`src/rtl/lcd_pkg.sv`:
```
// Shared encodings for the HD44780 read path: FSM states, bus-cycle phases,
// custom-instruction field positions and the result packing helper.
package lcd_pkg;

    typedef enum logic [2:0] {
        ST_IDLE    = 3'd0,
        ST_SETUP   = 3'd1,
        ST_EN_HIGH = 3'd2,
        ST_HOLD    = 3'd3,
        ST_CHECK   = 3'd4,
        ST_DONE    = 3'd5
    } state_e;

    typedef enum logic [1:0] {
        PH_IDLE    = 2'd0,
        PH_SETUP   = 2'd1,
        PH_EN_HIGH = 2'd2,
        PH_HOLD    = 2'd3
    } phase_e;

    typedef struct packed {
        state_e state;
        phase_e phase;
    } dbg_t;

    localparam int BYTE_LSB    = 0;
    localparam int TIMEOUT_BIT = 8;
    localparam int MODE_BIT    = 0;
    localparam int POLL_BIT    = 1;
    localparam int BUSY_BIT    = 7;

    function automatic logic [31:0] pack_result(input logic timeout, input logic [7:0] rd_byte);
        logic [31:0] r;
        r = '0;
        r[BYTE_LSB +: 8] = rd_byte;
        r[TIMEOUT_BIT]   = timeout;
        return r;
    endfunction

endpackage

```
`src/rtl/lcd_reader_if.sv`:
```
// Custom-instruction and LCD pin bundle for the read path, plus FSM debug view.
interface lcd_reader_if;
    import lcd_pkg::*;

    // start is a one-cycle request taken only when the block is idle and clk_en=1;
    // done pulses for exactly one enabled cycle with result valid, and result
    // stays stable until the next accepted start. There is no backpressure.
    logic        clk_en;
    logic        start;
    logic [31:0] dataa;
    logic [31:0] datab;
    logic [31:0] result;
    logic        done;
    logic [7:0]  lcd_data_in;
    logic        lcd_enable;
    logic        lcd_rs;
    logic        lcd_rw;
    dbg_t        dbg;

    modport master (
        output clk_en, start, dataa, datab, lcd_data_in,
        input  result, done, lcd_enable, lcd_rs, lcd_rw, dbg
    );

    modport slave (
        input  clk_en, start, dataa, datab, lcd_data_in,
        output result, done, lcd_enable, lcd_rs, lcd_rw, dbg
    );

endinterface

```
`src/rtl/lcd_bus_cycle.sv`:
```
// One timed HD44780 E pulse: setup with E low, E high, then hold with E low.
// Also usable by the write path; the caller owns RS/RW and the data bus.
module lcd_bus_cycle
    import lcd_pkg::*;
#(
    parameter int SETUP_CYCLES   = 2,
    parameter int EN_HIGH_CYCLES = 12,
    parameter int HOLD_CYCLES    = 14
) (
    input  logic   clk,
    input  logic   reset,
    input  logic   clk_en,
    input  logic   go,
    output logic   lcd_enable,
    output logic   phase_end,
    output logic   sample,
    output logic   cycle_done,
    output phase_e phase
);

    localparam int M1      = (SETUP_CYCLES > EN_HIGH_CYCLES) ? SETUP_CYCLES : EN_HIGH_CYCLES;
    localparam int CNT_MAX = (M1 > HOLD_CYCLES) ? M1 : HOLD_CYCLES;
    localparam int CW      = $clog2(CNT_MAX + 1);

    localparam logic [CW-1:0] SETUP_LAST = CW'(SETUP_CYCLES - 1);
    localparam logic [CW-1:0] EN_LAST    = CW'(EN_HIGH_CYCLES - 1);
    localparam logic [CW-1:0] HOLD_LAST  = CW'(HOLD_CYCLES - 1);

    phase_e        phase_q, phase_d;
    logic [CW-1:0] cnt_q, cnt_d;
    logic          last;

    always_ff @(posedge clk) begin
        if (reset) begin
            phase_q <= PH_IDLE;
            cnt_q   <= '0;
        end else if (clk_en) begin
            phase_q <= phase_d;
            cnt_q   <= cnt_d;
        end
    end

    always_comb begin
        last = 1'b0;
        case (phase_q)
            PH_SETUP:   last = (cnt_q == SETUP_LAST);
            PH_EN_HIGH: last = (cnt_q == EN_LAST);
            PH_HOLD:    last = (cnt_q == HOLD_LAST);
            default:    last = 1'b0;
        endcase
    end

    always_comb begin
        phase_d = phase_q;
        cnt_d   = cnt_q + CW'(1);
        case (phase_q)
            PH_IDLE: begin
                cnt_d = '0;
                if (go) phase_d = PH_SETUP;
            end
            PH_SETUP:   if (last) begin phase_d = PH_EN_HIGH; cnt_d = '0; end
            PH_EN_HIGH: if (last) begin phase_d = PH_HOLD;    cnt_d = '0; end
            PH_HOLD:    if (last) begin phase_d = PH_IDLE;    cnt_d = '0; end
            default: begin
                phase_d = PH_IDLE;
                cnt_d   = '0;
            end
        endcase
    end

    // Strobes are qualified by clk_en so a frozen clock never samples or advances.
    always_comb begin
        lcd_enable = (phase_q == PH_EN_HIGH);
        phase_end  = clk_en && last;
        sample     = clk_en && last && (phase_q == PH_EN_HIGH);
        cycle_done = clk_en && last && (phase_q == PH_HOLD);
        phase      = phase_q;
    end

endmodule

```
`src/rtl/lcd_reader.sv`:
```
// HD44780 read custom instruction: status read, data read, and data read
// preceded by busy-flag polling with a bounded poll count.
module lcd_reader
    import lcd_pkg::*;
#(
    parameter int SETUP_CYCLES   = 2,
    parameter int EN_HIGH_CYCLES = 12,
    parameter int HOLD_CYCLES    = 14,
    parameter int MAX_POLLS      = 1024
) (
    input  logic       clk,
    input  logic       reset,
    lcd_reader_if.slave bus
);

    localparam int PW = $clog2(MAX_POLLS + 1);
    localparam logic [PW-1:0] POLL_LIMIT = PW'(MAX_POLLS);

    state_e        state_q, state_d;
    logic          rs_q, rs_d;
    logic          data_q, data_d;
    logic          poll_q, poll_d;
    logic [PW-1:0] polls_q, polls_d;
    logic [7:0]    byte_q, byte_d;
    logic          timeout_q, timeout_d;
    logic [31:0]   result_q, result_d;

    logic   go, phase_end, sample, cycle_done, bus_en;
    phase_e phase;
    logic   poll_mode, busy, poll_more, poll_timeout, to_data, check_again;
    logic   unused_bits;

    assign unused_bits = ^{bus.datab, bus.dataa[31:2]};

    lcd_bus_cycle #(
        .SETUP_CYCLES  (SETUP_CYCLES),
        .EN_HIGH_CYCLES(EN_HIGH_CYCLES),
        .HOLD_CYCLES   (HOLD_CYCLES)
    ) u_cycle (
        .clk       (clk),
        .reset     (reset),
        .clk_en    (bus.clk_en),
        .go        (go),
        .lcd_enable(bus_en),
        .phase_end (phase_end),
        .sample    (sample),
        .cycle_done(cycle_done),
        .phase     (phase)
    );

    always_ff @(posedge clk) begin
        if (reset) begin
            state_q   <= ST_IDLE;
            rs_q      <= 1'b0;
            data_q    <= 1'b0;
            poll_q    <= 1'b0;
            polls_q   <= '0;
            byte_q    <= '0;
            timeout_q <= 1'b0;
            result_q  <= '0;
        end else if (bus.clk_en) begin
            state_q   <= state_d;
            rs_q      <= rs_d;
            data_q    <= data_d;
            poll_q    <= poll_d;
            polls_q   <= polls_d;
            byte_q    <= byte_d;
            timeout_q <= timeout_d;
            result_q  <= result_d;
        end
    end

    // Polling only applies to data reads; a status-only read ignores the poll bit.
    always_comb begin
        poll_mode    = data_q && poll_q && !rs_q;
        busy         = byte_q[BUSY_BIT];
        poll_more    = poll_mode && busy && (polls_q < POLL_LIMIT);
        poll_timeout = poll_mode && busy && (polls_q == POLL_LIMIT);
        to_data      = poll_mode && !busy;
        check_again  = poll_more || to_data;
    end

    always_comb begin
        state_d = state_q;
        go      = 1'b0;
        case (state_q)
            ST_IDLE: begin
                if (bus.start) begin
                    state_d = ST_SETUP;
                    go      = 1'b1;
                end
            end
            ST_SETUP:   if (phase_end)  state_d = ST_EN_HIGH;
            ST_EN_HIGH: if (phase_end)  state_d = ST_HOLD;
            ST_HOLD:    if (cycle_done) state_d = ST_CHECK;
            ST_CHECK: begin
                state_d = check_again ? ST_SETUP : ST_DONE;
                go      = check_again;
            end
            ST_DONE:    state_d = ST_IDLE;
            default:    state_d = ST_IDLE;
        endcase
    end

    always_comb begin
        rs_d      = rs_q;
        data_d    = data_q;
        poll_d    = poll_q;
        polls_d   = polls_q;
        timeout_d = timeout_q;
        result_d  = result_q;
        byte_d    = sample ? bus.lcd_data_in : byte_q;

        if (state_q == ST_IDLE && bus.start) begin
            data_d    = bus.dataa[MODE_BIT];
            poll_d    = bus.dataa[POLL_BIT];
            rs_d      = bus.dataa[MODE_BIT] && !bus.dataa[POLL_BIT];
            polls_d   = '0;
            timeout_d = 1'b0;
        end

        if (state_q == ST_CHECK) begin
            if (poll_more)    polls_d   = polls_q + PW'(1);
            if (to_data)      rs_d      = 1'b1;
            if (poll_timeout) timeout_d = 1'b1;
            if (!check_again) result_d  = pack_result(timeout_d, byte_q);
        end

        bus.lcd_rw     = (state_q == ST_SETUP) || (state_q == ST_EN_HIGH) ||
                         (state_q == ST_HOLD)  || (state_q == ST_CHECK);
        bus.lcd_rs     = rs_q && bus.lcd_rw;
        bus.lcd_enable = bus_en;
        bus.done       = (state_q == ST_DONE);
        bus.result     = result_q;
        bus.dbg.state  = state_q;
        bus.dbg.phase  = phase;
    end

endmodule

```
`src/flat_wrapper.sv`:
```
// flat-port wrapper written by rule: the top's interface ports become plain ports
module lcd_reader_flat import lcd_pkg::*;
#(
    parameter int SETUP_CYCLES   = 2,
    parameter int EN_HIGH_CYCLES = 12,
    parameter int HOLD_CYCLES    = 14,
    parameter int MAX_POLLS      = 1024
)
  (clk, reset, bus_clk_en, bus_start, bus_dataa, bus_datab, bus_lcd_data_in, bus_result, bus_done, bus_lcd_enable, bus_lcd_rs, bus_lcd_rw, bus_dbg);
  lcd_reader_if bus_i ();
  input  logic clk;
  input  logic reset;
  input wire logic [$bits(bus_i.clk_en)-1:0] bus_clk_en;
  input wire logic [$bits(bus_i.start)-1:0] bus_start;
  input wire logic [$bits(bus_i.dataa)-1:0] bus_dataa;
  input wire logic [$bits(bus_i.datab)-1:0] bus_datab;
  input wire logic [$bits(bus_i.lcd_data_in)-1:0] bus_lcd_data_in;
  output wire logic [$bits(bus_i.result)-1:0] bus_result;
  output wire logic [$bits(bus_i.done)-1:0] bus_done;
  output wire logic [$bits(bus_i.lcd_enable)-1:0] bus_lcd_enable;
  output wire logic [$bits(bus_i.lcd_rs)-1:0] bus_lcd_rs;
  output wire logic [$bits(bus_i.lcd_rw)-1:0] bus_lcd_rw;
  output wire logic [$bits(bus_i.dbg)-1:0] bus_dbg;
  assign bus_i.clk_en = bus_clk_en;
  assign bus_i.start = bus_start;
  assign bus_i.dataa = bus_dataa;
  assign bus_i.datab = bus_datab;
  assign bus_i.lcd_data_in = bus_lcd_data_in;
  assign bus_result = bus_i.result;
  assign bus_done = bus_i.done;
  assign bus_lcd_enable = bus_i.lcd_enable;
  assign bus_lcd_rs = bus_i.lcd_rs;
  assign bus_lcd_rw = bus_i.lcd_rw;
  assign bus_dbg = bus_i.dbg;
  lcd_reader #(.SETUP_CYCLES(SETUP_CYCLES), .EN_HIGH_CYCLES(EN_HIGH_CYCLES), .HOLD_CYCLES(HOLD_CYCLES), .MAX_POLLS(MAX_POLLS)) u_core (.clk(clk), .reset(reset), .bus(bus_i));
endmodule
```
`config.mk`:
```
export PLATFORM = sky130hd
export DESIGN_NAME = lcd_reader_flat
export DESIGN_NICKNAME = d
export VERILOG_FILES = /design/src/rtl/lcd_pkg.sv /design/src/rtl/lcd_reader_if.sv /design/src/rtl/lcd_bus_cycle.sv /design/src/rtl/lcd_reader.sv /design/src/flat_wrapper.sv
export SDC_FILE = /design/constraint.sdc
export NUM_CORES = 1
export LEC_CHECK = 0
export CORE_ASPECT_RATIO = 1.75
export CORE_MARGIN = 4
export CORE_UTILIZATION = 36
export DETAILED_ROUTE_END_ITERATION = 6
export GPL_TIMING_DRIVEN = 0
export HOLD_SLACK_MARGIN = 0.08
export PLACE_DENSITY = 0.76
export SYNTH_ARGS = -nofsm -noshare
export SYNTH_HDL_FRONTEND = slang
export SYNTH_SLANG_ARGS = --single-unit
```
`constraint.sdc`:
```
create_clock -name clk -period 1.95 [get_ports clk]
set_input_delay 0.39 -clock clk [delete_from_list [all_inputs] [get_ports clk]]
set_output_delay 0.39 -clock clk [all_outputs]
set_load 0.05 [all_outputs]
```
# Word level (Yosys, flattened, before mapping)
# Index checks and enable logic that the tools add are counted.
[totals] regBits=41 word_cells=86 output_inout_bits=41 inputBits=76
[classes] add_sub_neg=2 n_eq_ne=20 mux=25 magnitude_cmp=1 bitwise=1 n_reduce_logical=27
[op_table] operator="$mux 11" count=3
[op_table] operator="$mux 3" count=5
[op_table] operator="$pmux 3 s5" count=1
[op_table] operator="$logic_and 1x1->1" count=12
[op_table] operator="$add 11x1->11 const B" count=1
[op_table] operator="$eq 11x11->1 const B" count=1
[op_table] operator="$lt 11x11->1 const B" count=1
[op_table] operator="$ne 2x1->1 const B" count=5
[op_table] operator="$reduce_and 5->1" count=2
[op_table] operator="$eq 4x4->1 const B" count=2
[op_table] operator="$mux 2" count=4
[op_table] operator="$pmux 2 s4" count=1
[op_table] operator="$pmux 4 s2" count=1
[op_table] operator="$mux 1" count=7
[op_table] operator="$eq 3x2->1 const B" count=2
[op_table] operator="$eq 3x3->1 const B" count=2
[op_table] operator="$ne 2x2->1 const B" count=3
[op_table] operator="$add 4x1->4 const B" count=1
[op_table] operator="$eq 2x2->1 const B" count=2
[op_table] operator="$eq 4x1->1 const B" count=1
[op_table] operator="$logic_or 1x1->1" count=4
[op_table] operator="$mux 4" count=1
[op_table] operator="$reduce_and 2->1" count=2
[op_table] operator="$eq 3x1->1 const B" count=1
[op_table] operator="9 further kinds" count=11

# Longest topological paths before layout
# Gate-level depths: netlist of the first run.
[depth] word_depth=8 mapped_depth=8 depth_no_buf=7

# Hierarchy
# A second synthesis of the first run with hierarchy kept.
[unflattened] hier_cells=275 hier_area_um2=2303.5
[by_module_without_submodules] mod="lcd_reader" cells_each=225 seq_area_each_um2=700.7 area_each_um2=1851.8 n_inst=1
[by_module_without_submodules] mod="lcd_bus_cycle" cells_each=50 seq_area_each_um2=120.1 area_each_um2=451.7 n_inst=1

# Worst setup path before layout of the first run
# No wires, ideal clock.
[synth_path] path_type="register -> output" from="register u_core.state_q[0]" to="output port bus_lcd_rs" path_slack_ns=-0.843 path_buffers=1 t_arrival_ns=2.403 required_time_ns=1.560 path_stages_with_launch=5 path_cell_list="dfxtp_1 > buf_2 > nor2_1 > xnor2_1 > and2_1"
[synth_between] elab_chain_cells=5 elab_cells_between_ends=8 classes_between="eq/ne (4); reduce/logical (4)"
[synth_rtl] item="from (decl)" line_no="lcd_reader.sv:19" rtl="state_e state_q, state_d;"
[synth_rtl] item="from (signal assigned)" line_no="lcd_reader.sv:62" rtl="state_q <= state_d;"
[synth_rtl] item="$eq 3x1->1 or $eq 3x2->1 (tied branches)" line_no="lcd_reader.sv:129" rtl="bus.lcd_rw = (state_q == ST_SETUP) || (state_q == ST_EN_HIGH) ||"
[synth_rtl] item="$logic_or 1x1->1 (2 in series)" line_no="lcd_reader.sv:129"
[synth_rtl] item="$logic_or 1x1->1 *" line_no="lcd_reader.sv:130" rtl="(state_q == ST_HOLD) || (state_q == ST_CHECK);"
[synth_rtl] item="net bus_lcd_rw" line_no="flat_wrapper.sv:22" rtl="output wire logic [$bits(bus_i.lcd_rw)-1:0] bus_lcd_rw;"
[synth_rtl] item="$logic_and 1x1->1 *" line_no="lcd_reader.sv:131" rtl="bus.lcd_rs = rs_q && bus.lcd_rw;"
[synth_rtl] item="to (decl)" line_no="flat_wrapper.sv:21" rtl="output wire logic [$bits(bus_i.lcd_rs)-1:0] bus_lcd_rs;"
# Mark *: on every way through the listed nets, which the timed path passes. The rest lies on a longest branch.

# Final worst setup path of the first run
[layout_path] from="register u_core.state_q[2]" to="output port bus_dbg[4]"
[layout_rtl] item="to (decl)" line_no="flat_wrapper.sv:23" rtl="output wire logic [$bits(bus_i.dbg)-1:0] bus_dbg;"
# No word-level cell between the ends.

==> results of run 1 <==
[cells by family after synthesis]
group	share of synthesized area [%]
AOI/OAI and AO/OA	11.8
xor gates and xnor gates	1.14
adders and majority gates	4.36
buffers and inverters	11.7
DFF	35.7
muxes	9.20
other	0.163
and+or+nand+nor	25.9
[area by class of cell]
type | instances | area share [%]
Sequential cell | 41 | 27.6
Inverter | 6 | 0.829
Clock buffer | 6 | 3.11
Tap cell | 80 | 3.32
Timing Repair Buffer | 33 | 10.4
Clock inverter | 2 | 0.539
Multi-Input combinational cell | 206 | 46.1
Buffer | 36 | 8.13
[timing repair]
item	in CTS	in global routing
endpoints found under the setup margin	21	13
gates resized for setup	20	9
setup buffers	1	3
pin swaps	2	3
[path summary, 6_finish.rpt]
| kind | depth (start not counted) | startpoint | endpoint |
|---|---|---|---|
| worst max-delay path | 1 | u_core.state_q[2]$_SDFFE_PP0P_ | bus_dbg[4] |
| worst min-delay path | 2 | u_core.timeout_q$_SDFFE_PP0P_ | u_core.timeout_q$_SDFFE_PP0P_ |
| worst max register to register | 7 | u_core.u_cycle.phase[0]$_SDFFE_PP0P_ | u_core.state_q[0]$_SDFFE_PP0P_ |
| worst min register to register | 2 | u_core.timeout_q$_SDFFE_PP0P_ | u_core.timeout_q$_SDFFE_PP0P_ |
[sequential cells by signal, indices dropped and copies added (netlist names)]
| name | count |
|---|---|
| u_core.bus.result | 9 |
| u_core.byte_q | 8 |
| u_core.data_q | 1 |
| u_core.poll_q | 1 |
| u_core.polls_q | 11 |
| u_core.rs_q | 1 |
| u_core.state_q | 3 |
| u_core.timeout_q | 1 |
| u_core.u_cycle.cnt_q | 4 |
| u_core.u_cycle.phase | 2 |
[cells in the final DEF (no fill, tap or decap), types with 2 or more instances in the layout]
cell,n
dfxtp_1,36
o21ai_0,4
clkbuf_1,5
a21oi_1,20
o311ai_0,2
buf_6,2
nand4_1,5
buf_4,28
nand3b_1,3
nand3_1,7
conb_1,23
dfxtp_2,3
nor2_1,36
or3_1,2
clkbuf_8,5
and2_1,3
inv_1,5
a211oi_1,4
clkdlybuf4s50_1,25
or4_1,2
mux2i_1,20
and2_2,2
dfxtp_4,2
o21ai_1,3
ha_1,7
nand2b_1,3
a31oi_1,2
buf_2,4
nor3_1,4
nand4b_1,5
nand2_1,17
[cell usage after synthesis (all sizes together), types with 3 or more instances]
cell type	n	area, sq um
dfxtp	41	821
nor2	38	143
buf	30	218
a21oi	20	100
mux2i	20	200
nand2	18	67.6
ha	8	100
nand3	8	52.6
clkbuf	7	27.5
o21ai	7	35.0
and2	6	38.8
inv	6	22.5
nand4	6	43.8
nand4b	5	43.8
a211oi	4	30.0
nand2b	4	27.5
nor3	4	20.0
nand3b	3	22.5
or3	3	20.0
[per-layer routing]
metal / vias up / wire length (um) / global-route usage (%)
li1: 1010 / - / -
met1: 958 / 2020 / 15.4
met2: 62 / 3010 / 27.1
met3: 10 / 340 / 3.25
met4: 0 / 89 / 5.31
met5: - / 0 / 0
[power by group]
group          switching [mW]  internal, mW  total, mW
Sequential             0.0137         0.849      0.863
Combinational           0.244         0.131      0.376
Clock                   0.309         0.332      0.641
Total                   0.567          1.31       1.88
[metrics by stage]
step	worst slack (ns)	power, mW
final	0.0332	1.88
after global routing	-0.0552	1.95
after CTS	0.0122	1.88
after detailed placement	-0.461	1.24
after global placement	-0.444	1.24
after floorplan	-0.0536	1.16
==> key figures, run 1 <==
Global route
  • First-pass GRT wire length: 8.88 mm
  • Vias in the first global route: 1956
  • All-Layer GR Usage: 14.7%
  • Global route overflow: 0
  • Initial antenna violation count: 0
  • Largest net degree at the start of global routing: 15

Cells and area
  • Antenna Cells: 0
  • Cell area after layout: 3020 sq um
  • Nets: 413
  • Reg area: 832 sq um
  • Fin util: 48.8%
  • Filler cell count: 608
  • Layout cells sized above 1: 22.4%
  • Area of the multi-input gates: 1390 sq um
  • Area grow syn2layout: 31.4%
  • Non-Filler Instances: 410

Timing
  • Minimum clock period: 1.92 ns
  • Fin crit share: 98.3%
  • Hold Worst Slack: 0.468 ns
  • Worst Skew: 0.00941 ns
  • Final Max Tran Viols: 0
  • Setup Viol. Count Final: 0
  • Actual slew at the worst max-slew pin: 0.536 ns
  • Rel. slew slack: 64.3%
  • RSZ-0062 raised after global routing: true
  • Final hold violations: 0
  • Sum Neg Setup Slack: 0 ns
  • Fmax: 522 MHz

Clocking
  • Reg clk slew, reported paths: 0.09 ns
  • Later-pin clock latency in the skew report: 0.29 ns
  • Num CTS Buffers: 5
  • CTS H-tree depth: 2
  • Clock sinks: 41
  • Hold buffer count at cts: 0
  • CTS root buffer: clkbuf_8
  • Max clock buf depth: 2
  • CTS tree: done

Status
  • Status: complete, no violations

Worst setup path
  • Kind of critical path: reg2out
  • CP max stage cell: clkdlybuf4s50_1
  • Endpoint type of the worst setup path: output port
  • Crit path buffers/inverters: 1
  • Worst Path Required: 1.56 ns
  • CP peak stage delay: 0.84 ns
  • Worst setup SP type: flip-flop
  • CP max FO: 6
  • Register-to-register setup slack: 0.05 ns
  • Crit path cell chain: clkdlybuf4s50_1
  • Data arrival, critical path: 1.53 ns
  • Crit path max-delay family: buffers and inverters

Job
  • Max_cap viols: 0

Pwr
  • PD cells: 623 nW/um^2
  • Leak: 1.25 nW
  • Peak VDD IR: 0.000481 V

Floorplan
  • Die W: 68.4 um
  • Core Box Area: 6180 sq um
  • I/O pins: 117
  • Die height: 114 um
  • FP Rows: 38
  • Initial Util: 37.2%
  • Die area: 7770 sq um

Detailed routing
  • WL/cell: 13.3 um
  • Antenna-violating nets left: 0
  • Routed vias/inst: 4.98
  • Pre-antenna DRT Iters: 4
  • DR iter-0 viols: 111
  • Wirelength, routed: 5.47 mm
  • # DRC: 0
  • Via count: 2040

Yosys
  • Yosys reg bits: 41
  • Fraction of registers with async set/reset: 0%
  • Synth Instances: 268
  • Sequential area share after synthesis: 35.7%
  • Ys flop type: dfxtp_1
  • EDFF count, synth: 0
  • Yosys Warn Count: 0
  • Yosys cell types: 55
  • Mapped Area: 2300 sq um
  • Syn avg cell area: 8.57 sq um

Placed design
  • DP Wirelength: 4.02 mm
  • Placed inst area: 2830 sq um
  • Placed cells: 399
  • GPL Wtd Cong: 0.911
  • # port buffers: 29

Min path
  • Hold crit path type: reg2reg
No activity file was read; power rests on OpenSTA's default activity.
==> inputs of run 2 (changes only) <==
--- a/config.mk
+++ b/config.mk
@@ -10,7 +10,6 @@
 export CORE_UTILIZATION = 36
 export DETAILED_ROUTE_END_ITERATION = 6
 export GPL_TIMING_DRIVEN = 0
-export HOLD_SLACK_MARGIN = 0.08
 export PLACE_DENSITY = 0.76
 export SYNTH_ARGS = -nofsm -noshare
 export SYNTH_HDL_FRONTEND = slang
==> results of run 2 <==
Final layout, timing and power as in run 1 (identical DEF).
